**src/rtl/display_scan_ctrl_pkg.sv**
```systemverilog
// Shared constants for the multiplexed 4-digit display scanner.
package display_scan_ctrl_pkg;

  // Two-state scan FSM encoding.
  localparam logic [0:0] ST_BLANK = 1'b0;
  localparam logic [0:0] ST_SHOW  = 1'b1;

  localparam int         NUM_DIGITS = 4;

  // Code driven to the 7-segment decoder when a digit is dark.
  localparam logic [3:0] BLANK_CODE = 4'hF;

  // One-hot digit enable for a digit index.
  function automatic logic [NUM_DIGITS-1:0] digit_onehot(input logic [1:0] idx);
    return 4'b0001 << idx;
  endfunction

endpackage

```
**src/rtl/display_scan_ctrl_scan_timer.sv**
```systemverilog
// Slot timer: counts cycles within the current BLANK or SHOW phase and
// strobes slot_done on the last cycle of that phase.
module display_scan_ctrl_scan_timer #(
  parameter int SHOW_CYCLES  = 1000,
  parameter int BLANK_CYCLES = 16
) (
  input  logic clk,
  input  logic reset,
  input  logic is_show,
  output logic slot_done,
  output logic slot_first
);

  localparam int MAX_CYCLES = (SHOW_CYCLES > BLANK_CYCLES) ? SHOW_CYCLES : BLANK_CYCLES;
  localparam int CW         = $clog2(MAX_CYCLES);

  localparam logic [CW-1:0] SHOW_LAST  = CW'(SHOW_CYCLES - 1);
  localparam logic [CW-1:0] BLANK_LAST = CW'(BLANK_CYCLES - 1);

  logic [CW-1:0] cnt;

  assign slot_done  = is_show ? (cnt == SHOW_LAST) : (cnt == BLANK_LAST);
  assign slot_first = (cnt == '0);

  // Cycle counter, restarted at the end of every phase.
  always_ff @(posedge clk) begin
    // NOTE: sequential state uses non-blocking assignments so every register
    // samples the pre-edge values, independent of block ordering.
    if (reset)          cnt <= '0;
    else if (slot_done) cnt <= '0;
    else                cnt <= cnt + 1'b1;
  end

endmodule

```
**src/rtl/display_scan_ctrl.sv**
```systemverilog
// Four-digit multiplexed display scanner with anti-ghost blanking, per-digit
// blink, hour-tens leading-zero suppression and a frame-synchronous shadow.
// Outputs are a registered view of the scan position held in the FSM, so
// they trail the internal position by one cycle; the first cycle after reset
// release is therefore the first BLANK cycle of digit 0.
module display_scan_ctrl
  import display_scan_ctrl_pkg::*;
#(
  parameter int SHOW_CYCLES  = 1000,
  parameter int BLANK_CYCLES = 16,
  parameter int BLINK_FRAMES = 64
) (
  input  logic        clk,
  input  logic        reset,
  input  logic [15:0] digits_in,
  input  logic        upd_req,
  output logic        upd_ack,
  input  logic [3:0]  blink_mask,
  input  logic        lz_en,
  output logic [3:0]  bcd_out,
  output logic [3:0]  digit_en,
  output logic        frame_start
);

  localparam int FW = (BLINK_FRAMES > 1) ? $clog2(BLINK_FRAMES) : 1;
  localparam logic [FW-1:0] FRAME_LAST = FW'(BLINK_FRAMES - 1);

  logic [0:0]    state;
  logic [1:0]    idx;
  logic [FW-1:0] frame_cnt;
  logic          blink_phase;
  logic [15:0]   shadow;

  logic          slot_done;
  logic          slot_first;

  logic          at_frame_start;
  logic          load;
  logic [15:0]   shadow_eff;
  logic [3:0]    cur_digit;
  logic          suppress;

  display_scan_ctrl_scan_timer #(
    .SHOW_CYCLES  (SHOW_CYCLES),
    .BLANK_CYCLES (BLANK_CYCLES)
  ) u_scan_timer (
    .clk        (clk),
    .reset      (reset),
    .is_show    (state == ST_SHOW),
    .slot_done  (slot_done),
    .slot_first (slot_first)
  );

  // Scan FSM: BLANK -> SHOW -> BLANK of the next digit, wrapping 3 -> 0.
  always_ff @(posedge clk) begin
    if (reset) begin
      state <= ST_BLANK;
      idx   <= 2'd0;
    end else if (slot_done) begin
      if (state == ST_BLANK) begin
        state <= ST_SHOW;
      end else begin
        state <= ST_BLANK;
        idx   <= idx + 2'd1;
      end
    end
  end

  // Frame counter and blink phase, advanced when the last SHOW slot ends.
  always_ff @(posedge clk) begin
    if (reset) begin
      frame_cnt   <= '0;
      blink_phase <= 1'b0;
    end else if (slot_done && state == ST_SHOW && idx == 2'd3) begin
      if (frame_cnt == FRAME_LAST) begin
        frame_cnt   <= '0;
        blink_phase <= ~blink_phase;
      end else begin
        frame_cnt   <= frame_cnt + 1'b1;
      end
    end
  end

  // Digit selection and suppression for the position being registered out.
  // A load in the frame-start cycle bypasses the shadow so the new value is
  // visible from the very first cycle of the frame.
  always_comb begin
    // NOTE: every always_comb output gets a default first so no path leaves
    // it unassigned, which would infer a latch.
    at_frame_start = 1'b0;
    load           = 1'b0;
    shadow_eff     = shadow;
    cur_digit      = 4'h0;
    suppress       = 1'b0;

    at_frame_start = (state == ST_BLANK) && (idx == 2'd0) && slot_first;
    load           = at_frame_start && upd_req;
    if (load) shadow_eff = digits_in;
    cur_digit      = shadow_eff[{idx, 2'b00} +: 4];
    suppress       = (blink_phase && blink_mask[idx]) ||
                     ((idx == 2'd3) && lz_en && (shadow_eff[15:12] == 4'h0));
  end

  // Shadow register and registered display/handshake outputs.
  always_ff @(posedge clk) begin
    // NOTE: the shadow is a 16-bit register, not a memory array, so it is
    // reset to a defined all-zero display like the rest of the state.
    if (reset) begin
      shadow      <= 16'h0000;
      bcd_out     <= BLANK_CODE;
      digit_en    <= 4'b0000;
      upd_ack     <= 1'b0;
      frame_start <= 1'b0;
    end else begin
      if (load) shadow <= digits_in;
      bcd_out     <= suppress ? BLANK_CODE : cur_digit;
      digit_en    <= (state == ST_SHOW && !suppress) ? digit_onehot(idx) : 4'b0000;
      upd_ack     <= load;
      frame_start <= at_frame_start;
    end
  end

endmodule

```
**config.mk**
```make
export PLATFORM = sky130hd
export DESIGN_NAME = display_scan_ctrl
export DESIGN_NICKNAME = d
export VERILOG_FILES = /design/src/rtl/display_scan_ctrl_pkg.sv /design/src/rtl/display_scan_ctrl_scan_timer.sv /design/src/rtl/display_scan_ctrl.sv
export SDC_FILE = /design/constraint.sdc
export NUM_CORES = 1
export LEC_CHECK = 0
export ABC_AREA = 1
export BUFFER_PORTS_ARGS = -buffer_cell sky130_fd_sc_hd__buf_2
export CAP_MARGIN = 15
export CORE_ASPECT_RATIO = 0.8
export CORE_MARGIN = 2
export CORE_UTILIZATION = 55
export DETAILED_ROUTE_END_ITERATION = 10
export GPL_TIMING_DRIVEN = 0
export HOLD_SLACK_MARGIN = 0.05
export PLACE_DENSITY = 0.78
export SLEW_MARGIN = 20
export SYNTH_ARGS = -nofsm -noshare
export SYNTH_HDL_FRONTEND = slang
export SYNTH_HIERARCHICAL = 1
export SYNTH_SLANG_ARGS = --single-unit
```
**constraint.sdc**
```tcl
create_clock -name clk -period 3.2 [get_ports clk]
set_input_delay 0.64 -clock clk [delete_from_list [all_inputs] [get_ports clk]]
set_output_delay 0.64 -clock clk [all_outputs]
set_load 0.05 [all_outputs]
```
* Word level (Yosys, flattened, before mapping) *
Cells that the tools add are included.

storage, ports and cells
  logic and storage cells = 48
  flip-flop bits (word level) = 46
  bits of input ports = 24
  output and inout port bits = 10

operators by class
  add/subtract/negate cells = 3
  magnitude comparators = 1
  multiplexer cells = 6
  reductions and logical operators = 19
  shifts and indexed selects = 2
  bitwise operators = 3
  eq/ne operators = 4

operators by type and width
  operator                 count
  $mux W16                 1
  $shiftx A16 B5 Y4        1
  $add A10 B1 Y10 const B  1
  $eq A10 B10 Y1 const B   1
  $eq A10 B4 Y1 const B    1
  $logic_not A10 Y1        1
  $logic_and A1 B1 Y1      9
  $add A6 B1 Y6 const B    1
  $eq A6 B6 Y1 const B     1
  $mux W6                  1
  $reduce_or A2 Y1         3
  $logic_not A4 Y1         1
  $reduce_and A2 Y1        2
  $shl A1 B2 Y4 const A    1
  $lt A2 B3 Y1 const B     1
  $mux W1                  3
  $not A1 Y1               3
  $add A2 B1 Y2 const B    1
  $bmux W1 S2              1
  $eq A2 B2 Y1 const B     1
  $logic_not A2 Y1         1
  $logic_not A1 Y1         1
  $logic_or A1 B1 Y1       1

* Longest topological paths before layout *
  word-level depth = 12
  mapped depth = 14
  depth with buffers taken out = 14

* Hierarchy *
Netlist, hierarchy kept.

by module, submodules not included
  module                        area an instance (um^2)  sequential area each (um^2)  cells an instance  instances
  display_scan_ctrl             1559.0                   720.7                        200                1
  display_scan_ctrl_scan_timer  574.3                    200.2                        85                 1

* Least setup slack after synthesis *
OpenSTA, ideal clock, no wires.

  path type = reg-to-reg
  start = register idx[0]
  end = register bcd_out[1]
  setup slack = 1.372 ns
  period minus slack after synthesis = 1.828 ns
  library setup time = 0.130 ns
  buffers on the path = 4
  data arrival time = 1.698 ns
  cell stages (with the launch flop) = 12
  required time = 3.070 ns
  cell sequence = dfxtp_1 buf_2 inv_2 buf_2 ha_1 nand4_2 buf_6 buf_8 o21ai_1 nand2_1 nand3_1 nand4_1

between the ends
  cells in the longest elaborated chain, start to end = 9
  elaborated cells on any way between the ends = 15
  those cells by class = eq/ne: 1; shift: 1; mux: 3; reduce/logical: 10

ends and longest elaborated chain
  item                                                              line                      source
  from (decl)                                                       display_scan_ctrl.sv:29   logic [1:0] idx;
  from (signal assigned)                                            display_scan_ctrl.sv:64   idx <= idx + 2'd1;
  parallel branches: the longest is 9 deep, another holds $mux W16  n/a
  to (signal assigned)                                              display_scan_ctrl.sv:116  bcd_out <= suppress ? BLANK_CODE : cur_digit;
  to (decl)                                                         display_scan_ctrl.sv:20   output logic [3:0] bcd_out,

Parallel ways; which one is timed is not known. The select of a mux whose other input is x is not followed.
A chain may end at the register's enable or synchronous reset.

* Worst setup path after layout *
  start = register idx[0]
  end = register bcd_out[3]

Same word-level chain as after synthesis.

==> results.json <==
{
  "status": "complete, no violations",
  "synth-async-reset-ratio_pct": 0,
  "synth-warning-count": 6,
  "synthesis.nets": 314,
  "cts_max_path_buffers": 2,
  "path_class": "flip-flop to flip-flop",
  "grt_max_degree": 14,
  "vias_per_cell": 5.01,
  "endpoint_kind": "flip-flop",
  "min_delay_path_depth": 1,
  "finish.utilization_pct": 65.1,
  "clkLatencyLatePin_ns": 0.29,
  "rsz0062_at_grt": "no",
  "setup_tns_ns": 0,
  "clock_sinks": 46,
  "crit_fanout": 10,
  "nets": 354,
  "final_common_cell": "nand2_1",
  "syn_avg_cell_area_sq_um": 7.49,
  "cap_violations": 0,
  "final_cells": 370,
  "fin_crit_sh_pct": 69.1,
  "synth_edf_count": 0,
  "synthCells": 285,
  "grt_remaining_overflow": 0,
  "multi_input_area_sq_mm": 0.00102,
  "num_rows": 20,
  "hold_buffers": 0,
  "firstDrtPassIters": 4,
  "wl_microns": 4390,
  "regArea_sq_um": 921,
  "ir_worst_vdd_mv": 0.255,
  "vias": 1852,
  "pre_cts_ws_ns": 1.03,
  "p_leak_nw": 1.15,
  "post_drt_wl_per_cell_microns": 11.9,
  "die_y_microns": 59.7,
  "worst_slack_ns": 0.989,
  "cts_tree": "done",
  "htreeDepth": 2,
  "cts_root_buf": "clkbuf_8",
  "hpwl_microns": 3290,
  "ys_seq_area_share_pct": 43.2,
  "drive_gt1_share_pct": 23.0,
  "clock.fmax_mhz": 452,
  "setup_violations": 0,
  "hold_violations": 0,
  "core_sq_mm": 0.00375,
  "syn2layout_area_growth_pct": 14.6,
  "dpl.cell_count": 362,
  "startpoint_type": "flip-flop",
  "wl_met3_microns": 304,
  "routed.top_layer": "met4",
  "place_congestion": 0.952,
  "grt_usage_pct": 22.0,
  "path_clk_slew_ns": 0.08,
  "relSlewSlack_pct": 66.8,
  "grt_pass1_vias": 1667,
  "arrival_ns": 2.39,
  "wl_met2_microns": 1850,
  "io_pins": 34,
  "syn_area_sq_mm": 0.00213,
  "synthDistinctLibCells": 32,
  "maxSlewViolCount": 0,
  "powerDensity_mw_per_mm2": 473,
  "hold_class": "flip-flop to flip-flop",
  "dr.first_iter.drc_count": 133,
  "skew_ns": 0.00612,
  "worstMarginPinSlew_ns": 0.498,
  "post_cts_resized": 0,
  "io_buffers": 33,
  "die_area_sq_mm": 0.00440,
  "grt_pass1_wl_microns": 7420,
  "start_util_pct": 56.8,
  "reg2reg_depth": 11,
  "fillers": 337,
  "die_w_microns": 73.6,
  "final_cell_mix": "nand2_1 (61), dfxtp_1 (46), nor2_1 (40)",
  "ys_ff_latch": 46,
  "antenna_found_initial": 0,
  "m1WireLength_microns": 2180,
  "cts_buffers": 5,
  "diodes": 0,
  "ant_nets": 0,
  "post-route-min-period_ns": 2.21,
  "total_power_mw": 1.16,
  "synth_ff_type": "dfxtp_1",
  "cp.required_ns": 3.38,
  "post-cts-setup-buffers": 0,
  "drcViolationCount": 0
}
==> logic make-up after synthesis <==
group	count (synthesis)	share of synthesized area, %
xor+xnor	7	2.87
compound gates	32	9.68
simple gates	150	32.3
fa+ha+maj	5	2.93
buf+inv	45	9.09
flops	46	43.2
==> layout make-up <==
type,count,share of cell area [%]
well taps,44,2.25
clock buffers,7,3.53
repair buffers,33,6.76
inverters,38,5.83
flip-flops and latches,46,37.7
plain buffers,7,2.10
clock inverters,1,0.205
multi-input cells,194,41.7
==> per-layer routing <==
metal	up-vias	global-route usage [%]
li1	979	-
met1	806	32.4
met2	59	32.7
met3	8	4.38
met4	0	6.75
met5	-	0
==> final timing paths <==
path                            slack, ns                start             endpoint
worst max-delay path                 0.99               idx[0]           bcd_out[3]
worst min-delay path                 0.48  u_scan_timer/cnt[0]  u_scan_timer/cnt[0]
worst max register to register       0.99               idx[0]           bcd_out[3]
worst min register to register       0.48  u_scan_timer/cnt[0]  u_scan_timer/cnt[0]
==> stage by stage <==
step | cell area (sq um) | hold slack [ns]
floorplan | 2130 | 0.430
global placement | 2350 | 0.444
detailed placement | 2350 | 0.462
CTS | 2440 | 0.479
global route | 2440 | 0.509
finish | 2440 | 0.476
==> state kept, by name (all words and copies together) (netlist names) <==
name / flops
idx: 2
state: 1
blink_phase: 1
digit_en: 4
u_scan_timer/cnt: 10
frame_cnt: 6
shadow: 16
frame_start: 1
upd_ack: 1
bcd_out: 4
==> cell usage after synthesis, types with 3 or more instances <==
cell | count | area, sq um
nor2_1 | 40 | 150
o211ai_1 | 3 | 22.5
o21ai_1 | 3 | 15.0
o21ai_2 | 8 | 70.1
a21oi_1 | 10 | 50.1
o21ai_0 | 6 | 30.0
xor2_1 | 5 | 43.8
nand2_2 | 7 | 43.8
nand2_1 | 61 | 229
dfxtp_1 | 46 | 921
inv_1 | 32 | 120
nand4_1 | 11 | 68.8
nor2_2 | 4 | 25.0
ha_1 | 5 | 62.6
nand3_1 | 19 | 95.1
inv_2 | 5 | 18.8
==> power by group <==
part	switching [mW]	internal, mW
Combinational	0.124	0.0641
Sequential	0.0103	0.602
Clock	0.181	0.174
Total	0.316	0.840
==> worst max-delay path, cell delays in order (launching register included) <==
cell and delay, ns:
dfxtp_1 0.32, buf_2 0.19, inv_2 0.16, buf_2 0.24, ha_1 0.22, nand4_2 0.14, buf_6 0.18, buf_8 0.14
o21ai_1 0.25, nand2_1 0.09, nand3_1 0.09, nand4_1 0.09
Note: power is estimated with default switching activity, not from simulation.
